$ cat config.mk
export PLATFORM = sky130hd
export DESIGN_NAME = div_seq_flat
export DESIGN_NICKNAME = d
export VERILOG_FILES = /design/src/rtl/div_if.sv /design/src/rtl/div_seq.sv /design/src/flat_wrapper.sv
export SDC_FILE = /design/constraint.sdc
export NUM_CORES = 1
export LEC_CHECK = 0
export CORE_MARGIN = 2
export CORE_UTILIZATION = 61
export CTS_BUF_LIST = sky130_fd_sc_hd__clkbuf_4 sky130_fd_sc_hd__clkbuf_8
export DETAILED_ROUTE_END_ITERATION = 16
export GPL_TIMING_DRIVEN = 0
export HOLD_SLACK_MARGIN = 0.06
export PLACE_DENSITY_LB_ADDON = 0.12
export SLEW_MARGIN = 20
export SYNTH_ARGS = -nofsm -noshare
export SYNTH_HDL_FRONTEND = slang
export SYNTH_SLANG_ARGS = --single-unit
export TNS_END_PERCENT = 100
$ cat constraint.sdc
create_clock -name clk -period 3.8 [get_ports clk]
set_clock_uncertainty 0.1 [all_clocks]
set_input_delay 0.76 -clock clk [delete_from_list [all_inputs] [get_ports clk]]
set_output_delay 0.76 -clock clk [all_outputs]
set_load 0.02 [all_outputs]
$ cat src/rtl/div_if.sv
// Handshake and data bundle between the EX stage and the divide sequencer.
interface div_if #(
    parameter int WIDTH = 32
);
    logic             start;
    logic             op_signed;
    logic             op_rem;
    logic             flush;
    logic [WIDTH-1:0] a;
    logic [WIDTH-1:0] b;
    logic             stall_EX;
    logic             busy;
    logic             done;
    logic [WIDTH-1:0] result;

    // EX-stage control side
    modport master (
        output start, op_signed, op_rem, flush, a, b,
        input  stall_EX, busy, done, result
    );

    // Divider side
    modport slave (
        input  start, op_signed, op_rem, flush, a, b,
        output stall_EX, busy, done, result
    );
endinterface

$ cat src/rtl/div_seq.sv
// Multi-cycle restoring divider for DIV/DIVU/REM/REMU.
// One quotient bit per cycle, followed by a sign-fixup cycle and a one-cycle
// DONE pulse. Divide-by-zero and signed overflow bypass the iteration.
module div_seq #(
    parameter int WIDTH = 32
) (
    input  logic  clk,
    input  logic  rst_n,
    div_if.slave  bus
);
    localparam int CW = $clog2(WIDTH) + 1;

    typedef enum logic [1:0] {
        S_IDLE = 2'd0,
        S_RUN  = 2'd1,
        S_FIX  = 2'd2,
        S_DONE = 2'd3
    } state_t;

    state_t           state_q, state_d;
    logic [CW-1:0]    cnt_q, cnt_d;
    logic [WIDTH-1:0] rem_q, rem_d;      // partial remainder (magnitude)
    logic [WIDTH-1:0] quo_q, quo_d;      // dividend shifting out / quotient shifting in
    logic [WIDTH-1:0] div_q, div_d;      // divisor magnitude
    logic             sa_q, sa_d;        // sign of dividend
    logic             sb_q, sb_d;        // sign of divisor
    logic             signed_q, signed_d;
    logic             oprem_q, oprem_d;
    logic [WIDTH-1:0] result_q, result_d;

    logic [WIDTH:0]   rem_sh;
    logic [WIDTH:0]   diff;
    logic [WIDTH-1:0] q_fix;
    logic [WIDTH-1:0] r_fix;
    logic             accept;
    logic             is_ovf;

    // Next-state, datapath and special-case decode
    always_comb begin
        // NOTE: every variable gets a default first so no path infers a latch.
        state_d  = state_q;
        cnt_d    = cnt_q;
        rem_d    = rem_q;
        quo_d    = quo_q;
        div_d    = div_q;
        sa_d     = sa_q;
        sb_d     = sb_q;
        signed_d = signed_q;
        oprem_d  = oprem_q;
        result_d = result_q;

        rem_sh = {rem_q, quo_q[WIDTH-1]};
        diff   = rem_sh - {1'b0, div_q};
        q_fix  = (signed_q && (sa_q != sb_q)) ? -quo_q : quo_q;
        r_fix  = (signed_q && sa_q) ? -rem_q : rem_q;
        accept = bus.start && !bus.flush;
        is_ovf = bus.op_signed && (bus.a == {1'b1, {(WIDTH-1){1'b0}}}) && (bus.b == '1);

        case (state_q)
            S_IDLE: begin
                if (accept) begin
                    sa_d     = bus.a[WIDTH-1];
                    sb_d     = bus.b[WIDTH-1];
                    signed_d = bus.op_signed;
                    oprem_d  = bus.op_rem;
                    if (bus.b == '0) begin
                        result_d = bus.op_rem ? bus.a : '1;
                        state_d  = S_DONE;
                    end else if (is_ovf) begin
                        result_d = bus.op_rem ? '0 : {1'b1, {(WIDTH-1){1'b0}}};
                        state_d  = S_DONE;
                    end else begin
                        div_d   = (bus.op_signed && bus.b[WIDTH-1]) ? -bus.b : bus.b;
                        quo_d   = (bus.op_signed && bus.a[WIDTH-1]) ? -bus.a : bus.a;
                        rem_d   = '0;
                        cnt_d   = CW'(WIDTH);
                        state_d = S_RUN;
                    end
                end
            end
            S_RUN: begin
                // diff[WIDTH] is the borrow: clear means rem_sh >= divisor
                if (!diff[WIDTH]) begin
                    rem_d = diff[WIDTH-1:0];
                    quo_d = {quo_q[WIDTH-2:0], 1'b1};
                end else begin
                    rem_d = rem_sh[WIDTH-1:0];
                    quo_d = {quo_q[WIDTH-2:0], 1'b0};
                end
                cnt_d = cnt_q - CW'(1);
                if (cnt_q == CW'(1)) begin
                    state_d = S_FIX;
                end
            end
            S_FIX: begin
                result_d = oprem_q ? r_fix : q_fix;
                state_d  = S_DONE;
            end
            S_DONE: begin
                // start is still the same held instruction; never re-arm here
                state_d = S_IDLE;
            end
            default: state_d = S_IDLE;
        endcase

        // An aborted instruction must leave result untouched
        if (bus.flush) begin
            state_d  = S_IDLE;
            result_d = result_q;
        end
    end

    // State and datapath registers
    always_ff @(posedge clk or negedge rst_n) begin
        if (!rst_n) begin
            state_q  <= S_IDLE;
            cnt_q    <= '0;
            rem_q    <= '0;
            quo_q    <= '0;
            div_q    <= '0;
            sa_q     <= 1'b0;
            sb_q     <= 1'b0;
            signed_q <= 1'b0;
            oprem_q  <= 1'b0;
            result_q <= '0;
        end else begin
            // NOTE: non-blocking assignments so every flop samples pre-edge values.
            state_q  <= state_d;
            cnt_q    <= cnt_d;
            rem_q    <= rem_d;
            quo_q    <= quo_d;
            div_q    <= div_d;
            sa_q     <= sa_d;
            sb_q     <= sb_d;
            signed_q <= signed_d;
            oprem_q  <= oprem_d;
            result_q <= result_d;
        end
    end

    // Acceptance cycle stalls combinationally; busy/done decode registered state
    always_comb begin
        bus.stall_EX = (bus.start && (state_q == S_IDLE) && !bus.flush)
                     || (state_q == S_RUN) || (state_q == S_FIX);
        bus.busy     = (state_q == S_RUN) || (state_q == S_FIX);
        bus.done     = (state_q == S_DONE) && !bus.flush;
        bus.result   = result_q;
    end
endmodule

$ cat src/flat_wrapper.sv
// flat-port wrapper written by rule: the top's interface ports become plain ports
module div_seq_flat 
#(
    parameter int WIDTH = 32
)
  (clk, rst_n, bus_start, bus_op_signed, bus_op_rem, bus_flush, bus_a, bus_b, bus_stall_EX, bus_busy, bus_done, bus_result);
  div_if #(.WIDTH(WIDTH)) bus_i ();
  input  logic clk;
  input  logic rst_n;
  input wire logic [$bits(bus_i.start)-1:0] bus_start;
  input wire logic [$bits(bus_i.op_signed)-1:0] bus_op_signed;
  input wire logic [$bits(bus_i.op_rem)-1:0] bus_op_rem;
  input wire logic [$bits(bus_i.flush)-1:0] bus_flush;
  input wire logic [$bits(bus_i.a)-1:0] bus_a;
  input wire logic [$bits(bus_i.b)-1:0] bus_b;
  output wire logic [$bits(bus_i.stall_EX)-1:0] bus_stall_EX;
  output wire logic [$bits(bus_i.busy)-1:0] bus_busy;
  output wire logic [$bits(bus_i.done)-1:0] bus_done;
  output wire logic [$bits(bus_i.result)-1:0] bus_result;
  assign bus_i.start = bus_start;
  assign bus_i.op_signed = bus_op_signed;
  assign bus_i.op_rem = bus_op_rem;
  assign bus_i.flush = bus_flush;
  assign bus_i.a = bus_a;
  assign bus_i.b = bus_b;
  assign bus_stall_EX = bus_i.stall_EX;
  assign bus_busy = bus_i.busy;
  assign bus_done = bus_i.done;
  assign bus_result = bus_i.result;
  div_seq #(.WIDTH(WIDTH)) u_core (.clk(clk), .rst_n(rst_n), .bus(bus_i));
endmodule
== Word level (Yosys, flattened, before mapping) ==
Cells that the tools add are included.
W data, S select, Z words.
Storage, ports and cells
  register bits after elaboration: 140
  bits of input ports: 70
  word-level logic and storage cells: 86
Cells by class
  add/subtract/negate cells: 6
  eq/ne operators: 13
  multiplexer cells: 31
  bitwise gates (word level): 3
  reductions and logical operators: 23
Operators by type and width (count)
  $mux W32: 17
  $pmux W32 S2: 3
  $neg A32 Y32: 4
  $eq A32 B32 Y1 const B: 2
  $sub A33 B32 Y33: 1
  $logic_not A32 Y1: 1
  $mux W6: 3
  $pmux W6 S2: 1
  $reduce_and A4 Y1: 3
  $logic_and A1 B1 Y1: 10
  $mux W2: 5
  $pmux W2 S4: 1
  $eq A6 B1 Y1 const B: 1
  $ne A3 B2 Y1 const B: 2
  $sub A6 B1 Y6 const B: 1
  $eq A2 B2 Y1 const B: 2
  $ne A2 B2 Y1 const B: 2
  $reduce_and A2 Y1: 2
  $reduce_bool A2 Y1: 2
  $logic_or A1 B1 Y1: 3
  $ne A3 B1 Y1 const B: 1
  $not A1 Y1: 3
  $eq A2 B1 Y1 const B: 1
  $logic_not A2 Y1: 1
  other kinds (4): 4

== Longest topological paths before layout ==
Gate-level depths: netlist of the first run.
  word-level depth: 8
  mapped depth: 13
  gate-level depth less buffers: 11

== Worst setup path after synthesis of the first run ==
Ideal clock, no wire load.
  path type: input to register
  start: input port bus_a[27]
  end: register u_core.rem_q[23]
  arrival: 2881 ps
  data required time: 3569 ps
  path slack: 688 ps
  stages: 10
  cell sequence: or4_4 or4_1 nand4b_4 o211ai_2 and2_1 buf_4 buf_6 nor2_2 a32oi_1 o31ai_1
Between the ends
  word-level cells in the longest chain between the ends: 5
RTL lines
  start: declaration: line flat_wrapper.sv:14  | input wire logic [$bits(bus_i.a)-1:0] bus_a;
  $eq A32 B32 Y1: line div_seq.sv:57  | is_ovf = bus.op_signed && (bus.a == {1'b1, {(WIDTH-1){1'b0}}}) && (bus.b == '1);
  $logic_and A1 B1 Y1 (2 in series): line div_seq.sv:57
  $ne A2 B2 Y1 (no source line)
  $reduce_and A4 Y1 (no source line)
  end signal: assignment: line div_seq.sv:130  | rem_q <= rem_d;
  end: declaration: line div_seq.sv:22  | logic [WIDTH-1:0] rem_q, rem_d;
No other way between the ends.
A chain may end at the register's enable or synchronous reset.

== Worst setup path after layout of the first run ==
  start: input port bus_b[2]
  end: register u_core.result_q[14] (netlist: u_core.bus.result[14])
Between the ends
  word-level cells in the longest chain between the ends: 4
RTL lines
  start: declaration: line flat_wrapper.sv:15  | input wire logic [$bits(bus_i.b)-1:0] bus_b;
  $eq A32 B32 Y1 / $logic_not A32 Y1 (equally long branches): line div_seq.sv:57, div_seq.sv:66
  $logic_and A1 B1 Y1 / $mux W32 (equally long branches): line div_seq.sv:57, div_seq.sv:66
  $ne A3 B1 Y1 (no source line) / $mux W32 (equally long branches)
  $reduce_and A4 Y1 (no source line) / $pmux W32 S2 (equally long branches)
  end signal: assignment: line div_seq.sv:137  | result_q <= result_d;
  end: declaration: line div_seq.sv:29  | logic [WIDTH-1:0] result_q, result_d;
Several ways; a longest one is shown, not always the timed one. The select of a mux whose other input is x is not followed.

==> metrics.log, run 1 <==
INFO  metric r2r_slack = 0.11 ns
INFO  metric post_route_cells_drive_above_1_share = 6.45%
INFO  metric hpwl_reported_at_the_end_of_detailed_placement = 28400 um
INFO  metric worstPathMaxFanout = 10
INFO  metric achievable-frequency = 0.265 GHz
INFO  metric grt_first_pass_wirelength = 58200 um
INFO  metric detail_route.iter0.violations = 1059
INFO  metric ys_warn_count = 0
INFO  metric antenna_found_initial = 0
INFO  metric internal_power = 0.00505 W
INFO  metric grt-ovfl-total = 0
INFO  metric max_slew_margin = 42.5%
INFO  metric switching_share = 49.8%
INFO  metric post_layout_minimum_cycle_time = 3.77 ns
INFO  metric avgRoutedWirePerCell = 20.0 um
INFO  metric worst_r2r_path_depth = 11
INFO  metric timing.critical_path.buf_inv = 3
INFO  metric setup_repair_after_global_routing_missed_its_margin = yes
INFO  metric netlist_instances = 1456
INFO  metric cts_root_buffer = sky130_fd_sc_hd__clkbuf_8
INFO  metric cp_class = in2reg
INFO  metric number_of_global_route_vias_before_repair = 11100
INFO  metric power_frac_comb = 61.3%
INFO  metric gr-max-usage-layer = met2
INFO  metric crit-reg2reg-launch = u_core.rem_q[14]
INFO  metric cts_made_buffers = 17
INFO  metric dominantRegCellSynth = sky130_fd_sc_hd__dfrtp_1
INFO  metric power.share.sequential = 26.9%
INFO  metric grt_use_total = 37.1%
INFO  metric cts_buffer_depth = 2
INFO  metric cap_viol_max_count = 0
INFO  metric p_leak = 5.49 nW
INFO  metric postRouteWirelength = 36600 um
INFO  metric drv_slew = 0
INFO  metric outcome = complete, no violations
INFO  metric gp_congestion = 0.964
INFO  metric die_height = 141 um
INFO  metric clock_insertion_delay_at_the_later_pin_of_the_skew_report = 0.49 ns
INFO  metric power.share.clock = 11.9%
INFO  metric drc = 0
INFO  metric placedCellCount = 1795
INFO  metric synth.ff_latch_count = 140
INFO  metric power.ir.vdd_worst = 0.000403 V
INFO  metric cts_tree = built
INFO  metric area_growth = 15.8%
INFO  metric cp_data_arrival_time = 4.08 ns
INFO  metric groute.layer.met1.usage = 48.9%
INFO  metric synth_area = 0.0115 mm2
INFO  metric groute.layer.met2.usage = 60.7%
INFO  metric synth.yosys.seq_area_share = 30.5%
INFO  metric timing_worst_slew_pin_value = 0.861 ns
INFO  metric slowest_delay = 0.52 ns
INFO  metric n_antenna_cell = 0
INFO  metric synth_cell_type_count = 82
INFO  metric period_share = 99.1%
INFO  metric vias_per_cell = 6.42
INFO  metric worst-endpoint-required = 4.11 ns
INFO  metric filler_cell_count = 1568
INFO  metric switching_power = 0.00500 W
INFO  metric core_area = 0.0186 mm2
INFO  metric power_per_cell_area = 755 mW/mm2
INFO  metric worst_path_cell_with_the_longest_stage_delay = sky130_fd_sc_hd__clkdlybuf4s50_1
INFO  metric hold_class = in2async
INFO  metric avgSynthCellArea = 7.89 um2
INFO  metric tritoncts_num_sinks = 140
INFO  metric design.final.nets = 1697
INFO  metric cts.reportedPaths.clkPinSlew = 0.10 ns
INFO  metric starting_density_of_the_core = 61.8%
INFO  metric r2r_end = u_core.rem_q[28]
INFO  metric detail-route-antenna-nets = 0
INFO  metric placement_rows = 50
INFO  metric timing.critical_path.from_type = primary input
INFO  metric timing.critical_path.to_type = flip-flop
INFO  metric async_sr_flop_fraction = 100%
INFO  metric full_die_area = 0.0199 mm2
INFO  metric dr_total_vias = 11700
INFO  metric fin_tns_setup = 0 ns
INFO  metric final_power = 0.0100 W
INFO  metric ctsHoldBuffers = 0
INFO  metric cell_breakdown_of_the_critical_path = clkdlybuf4s50_1 -> or3_4 -> nor3b_1 -> nand2_1 -> or4_4 -> nor4_4 -> buf_4 -> and2b_2 -> buf_2 -> o21ai_0 -> a31oi_1
INFO  metric detail_route.first_pass.iterations = 5
INFO  metric postSynthNetCount = 1570
INFO  metric io_buffer_count = 104
INFO  metric critPathTopFamily = simple AND/OR/NAND/NOR gates
INFO  metric timing.final.setup_violations = 0
INFO  metric post-route-util = 71.6%
INFO  metric final-instance-count-excl-fill = 1830
INFO  metric floorplan.die.width = 141 um
INFO  metric grtUsageMet3 = 5.64%
INFO  metric cts_max_level = 4
INFO  metric synth_edf_count = 0
INFO  metric ioPinCount = 105
INFO  metric grt_max_degree = 77
INFO  metric finalHoldViolations = 0
==> stage by stage <==
| step | setup slack (ns) | hold WS [ns] | area, um2 |
|---|---|---|---|
| floorplan | 0.688 | 0.350 | 11500 |
| global placement | -3.82 | 0.363 | 12800 |
| detailed placement | -0.834 | 0.370 | 12900 |
| CTS | 0.0164 | 0.115 | 13300 |
| global route | -0.0185 | 0.126 | 13300 |
| finish | 0.0329 | 0.0767 | 13300 |
==> power groups by stage <==
stage,Combinational [W],Clock [W],Sequential (W)
after floorplan,0.00414,0,0.00272
after global placement,0.00592,0,0.00268
after detailed placement,0.00603,0,0.00269
after CTS,0.00607,0.00118,0.00267
after global routing,0.00677,0.00125,0.00276
final,0.00615,0.00119,0.00270
==> kinds of logic (layout without fill, tap and decap cells) <==
group	Yosys count	in the layout	share of synthesized area, %
flip-flops	140	140	30.5
AND/OR/NAND/NOR	500	500	21.2
AO/OA/AOI/OAI	447	447	24.3
adder cells (fa/ha/maj)	44	44	4.86
XOR/XNOR	138	138	10.5
buffers and inverters	151	291	5.38
multiplexers	36	36	3.21
==> worst register-to-register path, cell delays in order, from the launching register on <==
cell and delay, ns:
sky130_fd_sc_hd__dfrtp_1 0.52, sky130_fd_sc_hd__ha_1 0.29, sky130_fd_sc_hd__clkbuf_1 0.19, sky130_fd_sc_hd__a21oi_1 0.27, sky130_fd_sc_hd__o21ai_0 0.25, sky130_fd_sc_hd__a211oi_1 0.38
sky130_fd_sc_hd__nor2_1 0.16, sky130_fd_sc_hd__a221oi_4 0.45, sky130_fd_sc_hd__xor2_1 0.45, sky130_fd_sc_hd__buf_2 0.30, sky130_fd_sc_hd__nand4_1 0.12, sky130_fd_sc_hd__o211ai_1 0.14
==> registers in the layout, summed over array words and instances (netlist names) <==
name,count
u_core.div_q,32
u_core.state_q,2
u_core.bus.result,32
u_core.quo_q,32
u_core.oprem_q,1
u_core.rem_q,32
u_core.sa_q,1
u_core.signed_q,1
u_core.cnt_q,6
u_core.sb_q,1
==> routing by layer <==
metal,part of all wire [%],vias up
met5,0,-
met4,3.6,0
met3,7.7,98
met2,47,566
met1,41,5562
li1,-,5523
==> Yosys cell counts, drive strengths merged (6+ instances only) <==
| master | instances | share of area (%) |
|---|---|---|
| a211oi | 9 | 0.59 |
| a21oi | 118 | 5.2 |
| a22o | 6 | 0.46 |
| a31oi | 26 | 1.4 |
| and2 | 11 | 0.60 |
| and3 | 8 | 0.44 |
| buf | 28 | 1.4 |
| clkbuf | 59 | 1.9 |
| dfrtp | 140 | 31 |
| ha | 43 | 4.7 |
| inv | 63 | 2.1 |
| mux2 | 7 | 0.69 |
| mux2i | 29 | 2.5 |
| nand2 | 180 | 5.9 |
| nand2b | 10 | 0.54 |
| nand3 | 23 | 1.0 |
| nand4 | 23 | 1.3 |
| nor2 | 125 | 4.1 |
| nor2b | 7 | 0.38 |
| nor3 | 34 | 1.5 |
| nor4 | 14 | 0.89 |
| o211ai | 21 | 1.4 |
| o21a | 8 | 0.52 |
| o21ai | 146 | 6.4 |
| o221ai | 7 | 0.53 |
| o22ai | 11 | 0.60 |
| o31ai | 37 | 2.5 |
| o41ai | 13 | 1.1 |
| or3 | 21 | 1.2 |
| or4 | 20 | 1.4 |
| xnor2 | 77 | 5.9 |
| xor2 | 61 | 4.7 |
==> layout by cell type, fill, tap and decap left out, types with 12 or more instances in the layout <==
cell type | netlist | final
sky130_fd_sc_hd__o211ai_1 | 20 | 20
sky130_fd_sc_hd__nand3_1 | 23 | 22
sky130_fd_sc_hd__dfrtp_1 | 140 | 140
sky130_fd_sc_hd__nor4_1 | 13 | 12
sky130_fd_sc_hd__clkbuf_1 | 59 | 57
sky130_fd_sc_hd__a21oi_1 | 117 | 117
sky130_fd_sc_hd__o31ai_1 | 36 | 36
sky130_fd_sc_hd__clkbuf_8 | 0 | 18
sky130_fd_sc_hd__nor2_1 | 124 | 124
sky130_fd_sc_hd__buf_2 | 20 | 18
sky130_fd_sc_hd__inv_1 | 63 | 63
sky130_fd_sc_hd__xnor2_1 | 77 | 76
sky130_fd_sc_hd__a31oi_1 | 26 | 26
sky130_fd_sc_hd__clkdlybuf4s50_1 | 0 | 103
sky130_fd_sc_hd__or4_1 | 18 | 17
sky130_fd_sc_hd__mux2i_1 | 29 | 29
sky130_fd_sc_hd__or3_1 | 20 | 20
sky130_fd_sc_hd__o21ai_0 | 140 | 140
sky130_fd_sc_hd__nor3_1 | 33 | 33
sky130_fd_sc_hd__xor2_1 | 61 | 61
sky130_fd_sc_hd__nand2_1 | 180 | 180
sky130_fd_sc_hd__nand4_1 | 23 | 23
sky130_fd_sc_hd__ha_1 | 43 | 43
==> cell type report <==
class	count	area, um2	area share [%]
Buffer	85	373	2.80
Clock buffer	19	255	1.92
Clock inverter	13	119	0.893
Inverter	64	240	1.81
Multi-Input combinational cell	1165	7410	55.7
Sequential cell	140	3500	26.3
Tap cell	234	293	2.20
Timing Repair Buffer	110	1110	8.35
==> how the worst max path moves through the flow <==
stage	from	endpoint	slack (ns)	cells after the start
2_1_floorplan	bus_a[27]	u_core.rem_q[23]	0.69	10
3_3_place_gp	rst_n	u_core.div_q[28]	-3.82	1
3_5_place_dp	bus_b[8]	u_core.rem_q[29]	-0.83	10
4_1_cts	bus_a[26]	u_core.rem_q[24]	0.02	11
5_1_grt	u_core.rem_q[14]	u_core.rem_q[21]	-0.02	11
6_report	bus_b[2]	u_core.bus.result[14]	0.03	11
==> repair_timing <==
action | in CTS | in global routing
endpoints found under the hold margin | 0 | 0
pin swaps | 2 | 1
resized for setup | 5 | 5
setup buffers | 2 | 3
setup endpoints to repair | 99 | 76
(Power assumes the default switching activity.)
==> run 2, diff against run 1 <==
RECOVER_POWER = 100   (was not set)
SLEW_MARGIN = not set   (was 20)
==> run 2 against run 1 <==
Effect of this change:
- the flow now finishes with violations (max-capacitance violations, max-slew violations)
- maximum frequency decreased by 0.32%
- sequential power is essentially flat
- cell area about the same
- setup slack lost 0.012 ns
- routed wire length fell by 0.14%
- die area unchanged
- highest routed layer unchanged
==> metrics.log, run 2 (same netlist as run 1, synthesis figures left out) <==
INFO  metric max_slew_margin = -12.0% (was 42.5%)
INFO  metric achievable-frequency = 0.265 GHz (about the same)
INFO  metric grt-ovfl-total = 0 (unchanged)
INFO  metric filler_cell_count = 1555 (was 1568)
INFO  metric layout.cells.most_common = sky130_fd_sc_hd__nand2_1 (unchanged)
INFO  metric cap_viol_max_count = 1 (was 0)
INFO  metric detail_route.iter0.violations = 1088 (was 1059)
INFO  metric regArea = 0.00350 mm2 (unchanged)
INFO  metric timing.critical_path.from_type = primary input (unchanged)
INFO  metric setup_repair_after_global_routing_missed_its_margin = yes (unchanged)
INFO  metric outcome = complete, but fails checks (was complete, no violations)
INFO  metric power_per_cell_area = 753 mW/mm2 (was 755 mW/mm2)
INFO  metric power.ir.vdd_worst = 0.000379 V (was 0.000403 V)
INFO  metric p_leak = 5.55 nW (was 5.49 nW)
INFO  metric gr-max-usage-layer = met2 (unchanged)
INFO  metric worstPathMaxFanout = 10 (unchanged)
INFO  metric clock_insertion_delay_at_the_later_pin_of_the_skew_report = 0.47 ns (was 0.49 ns)
INFO  metric vias_per_cell = 6.46 (was 6.42)
INFO  metric placedCellCount = 1795 (unchanged)
INFO  metric number_of_global_route_vias_before_repair = 11000 (was 11100)
INFO  metric avgRoutedWirePerCell = 20.0 um (about the same)
INFO  metric finalHoldViolations = 0 (unchanged)
INFO  metric cts_buffer_depth = 2 (unchanged)
INFO  metric holdCritStartpoint = u_core.div_q[22]
INFO  metric grtUsageMet3 = 6.66% (was 5.64%)
INFO  metric layout_common_cells = sky130_fd_sc_hd__nand2_1, sky130_fd_sc_hd__o21ai_0, sky130_fd_sc_hd__dfrtp_1, sky130_fd_sc_hd__nor2_1, sky130_fd_sc_hd__a21oi_1 (unchanged)
INFO  metric core_area = 0.0186 mm2 (unchanged)
INFO  metric n_antenna_cell = 0 (unchanged)
INFO  metric grt_use_total = 37.0% (was 37.1%)
INFO  metric period_share = 99.4% (was 99.1%)
INFO  metric drv_slew = 66 (was 0)
INFO  metric drc = 0 (unchanged)
INFO  metric timing.critical_path.to_type = flip-flop (unchanged)
INFO  metric r2r_slack = 0.11 ns (about the same)
INFO  metric gp_congestion = 0.964 (unchanged)
INFO  metric grt_max_degree = 77 (unchanged)
INFO  metric detail_route.first_pass.iterations = 7 (was 5)
INFO  metric worst-endpoint-required = 4.08 ns (was 4.11 ns)
INFO  metric starting_density_of_the_core = 61.8% (unchanged)
INFO  metric cts_made_buffers = 17 (unchanged)
INFO  metric dp_slack = -0.851 ns (was -0.834 ns)
INFO  metric cts.reportedPaths.clkPinSlew = 0.08 ns (was 0.10 ns)
INFO  metric cts_tree = built (unchanged)
INFO  metric cp_class = in2reg (unchanged)
INFO  metric violations = max-capacitance violations, max-slew violations
INFO  metric timing.final.setup_violations = 0 (unchanged)
INFO  metric ioPinCount = 105 (unchanged)
INFO  metric groute.layer.met2.usage = 61.7% (was 60.7%)
INFO  metric floorplan.die.width = 141 um (unchanged)
INFO  metric hold_class = reg2reg (was in2async)
INFO  metric tritoncts_num_sinks = 140 (unchanged)
INFO  metric design.final.nets = 1698 (was 1697)
INFO  metric dr_total_vias = 11800 (was 11700)
INFO  metric cts_root_buffer = sky130_fd_sc_hd__clkbuf_8 (unchanged)
INFO  metric full_die_area = 0.0199 mm2 (unchanged)
INFO  metric cp_data_arrival_time = 4.06 ns (was 4.08 ns)
INFO  metric hpwl_reported_at_the_end_of_detailed_placement = 28400 um (about the same)
INFO  metric post-route-util = 71.6% (about the same)
INFO  metric post_layout_minimum_cycle_time = 3.78 ns (was 3.77 ns)
INFO  metric fin_tns_setup = 0 ns (unchanged)
INFO  metric placement_rows = 50 (unchanged)
INFO  metric postRouteWirelength = 36500 um (was 36600 um)
INFO  metric final_ws_setup = 0.0209 ns (was 0.0329 ns)
INFO  metric whs_endpoint = u_core.div_q[22]
INFO  metric cts_max_level = 4 (unchanged)
INFO  metric groute.layer.met1.usage = 48.4% (was 48.9%)
INFO  metric area_growth = 15.8% (about the same)
INFO  metric detail-route-antenna-nets = 0 (unchanged)
INFO  metric die_height = 141 um (unchanged)
INFO  metric hold_depth = 2
INFO  metric io_buffer_count = 104 (unchanged)
INFO  metric r2r_end = u_core.rem_q[13] (was u_core.rem_q[28])
INFO  metric crit-reg2reg-launch = u_core.rem_q[14] (unchanged)
INFO  metric antenna_found_initial = 0 (unchanged)
INFO  metric multi_input_comb_area = 0.00741 mm2 (unchanged)
INFO  metric grt_first_pass_wirelength = 58200 um (about the same)
INFO  metric post_route_cells_drive_above_1_share = 6.45% (about the same)
INFO  metric timing_worst_slew_pin_value = 1.68 ns (was 0.861 ns)
INFO  metric final-instance-count-excl-fill = 1831 (was 1830)
INFO  metric worst_r2r_path_depth = 11 (unchanged)
==> run 2: cell count changes in the layout (fill, tap and decap cells not counted), moves of 2 or more <==
cell	change
sky130_fd_sc_hd__o21ai_1	-2
sky130_fd_sc_hd__dlygate4sd3_1	+35
sky130_fd_sc_hd__clkbuf_4	+2
sky130_fd_sc_hd__clkdlybuf4s50_1	-35
sky130_fd_sc_hd__buf_2	-10
sky130_fd_sc_hd__o21ai_0	+2
sky130_fd_sc_hd__clkbuf_1	+2
sky130_fd_sc_hd__buf_4	-2
sky130_fd_sc_hd__clkbuf_2	+11
==> run 2: how the worst max path moves through the flow <==
stage                    from                     to  slack (ns)  depth (start not counted)
global placement        rst_n       u_core.div_q[28]       -3.82                          1
floorplan           bus_a[27]       u_core.rem_q[23]        0.69                         10
CTS                 bus_a[25]       u_core.rem_q[24]       0.004                         11
finish               bus_b[2]  u_core.bus.result[14]        0.02                         11
global route        bus_a[17]       u_core.div_q[21]       -0.02                         10
detailed placement   bus_b[8]       u_core.rem_q[29]       -0.85                         10
==> run 2: through the flow <==
stage | total power (W) | instance area (um2) | hold WS, ns
after global routing | 0.0108 | 13300 | 0.408
final | 0.0100 | 13300 | 0.384
after CTS | 0.00997 | 13300 | 0.180
after floorplan | 0.00686 | 11500 | 0.350
after detailed placement | 0.00871 | 12800 | 0.370
after global placement | 0.00860 | 12800 | 0.363
==> run 2: timing repair <==
item,CTS,global route
pin swaps,1,1
hold buffers,0,0
resized for setup,5,9
endpoints found under the setup margin,114,92
setup buffers,2,4
==> run 2: report_power, final <==
part           total [W]  internal [W]  leakage, nW  switching [W]
logic            0.00608       0.00236         3.58        0.00372
clock network    0.00125      0.000610        0.192       0.000635
registers        0.00269       0.00208         1.78       0.000614
==> run 2: final cells by class <==
type / count / area share, %
timing repair buffer: 111 / 8.16
clock inverter: 13 / 1.08
buffer: 85 / 2.82
clock buffer: 19 / 1.92
tap: 234 / 2.20
inverter: 64 / 1.81
sequential: 140 / 26.3
multi-input combinational: 1165 / 55.7
==> run 2: worst max-delay path: stages <==
cell	delay, ns
sky130_fd_sc_hd__clkdlybuf4s50_1	0.51
sky130_fd_sc_hd__or3_4	0.45
sky130_fd_sc_hd__nor3b_1	0.38
sky130_fd_sc_hd__nand2_1	0.20
sky130_fd_sc_hd__or4_4	0.46
sky130_fd_sc_hd__nor4_4	0.21
sky130_fd_sc_hd__buf_4	0.18
sky130_fd_sc_hd__and2b_2	0.24
sky130_fd_sc_hd__clkbuf_2	0.24
sky130_fd_sc_hd__o21ai_0	0.20
sky130_fd_sc_hd__a31oi_1	0.21
==> run 2: per-layer routing <==
metal,share of wire (%),up-vias
li1,-,5527
met1,41,5619
met2,48,572
met3,7.7,110
met4,3.5,0
met5,0,-
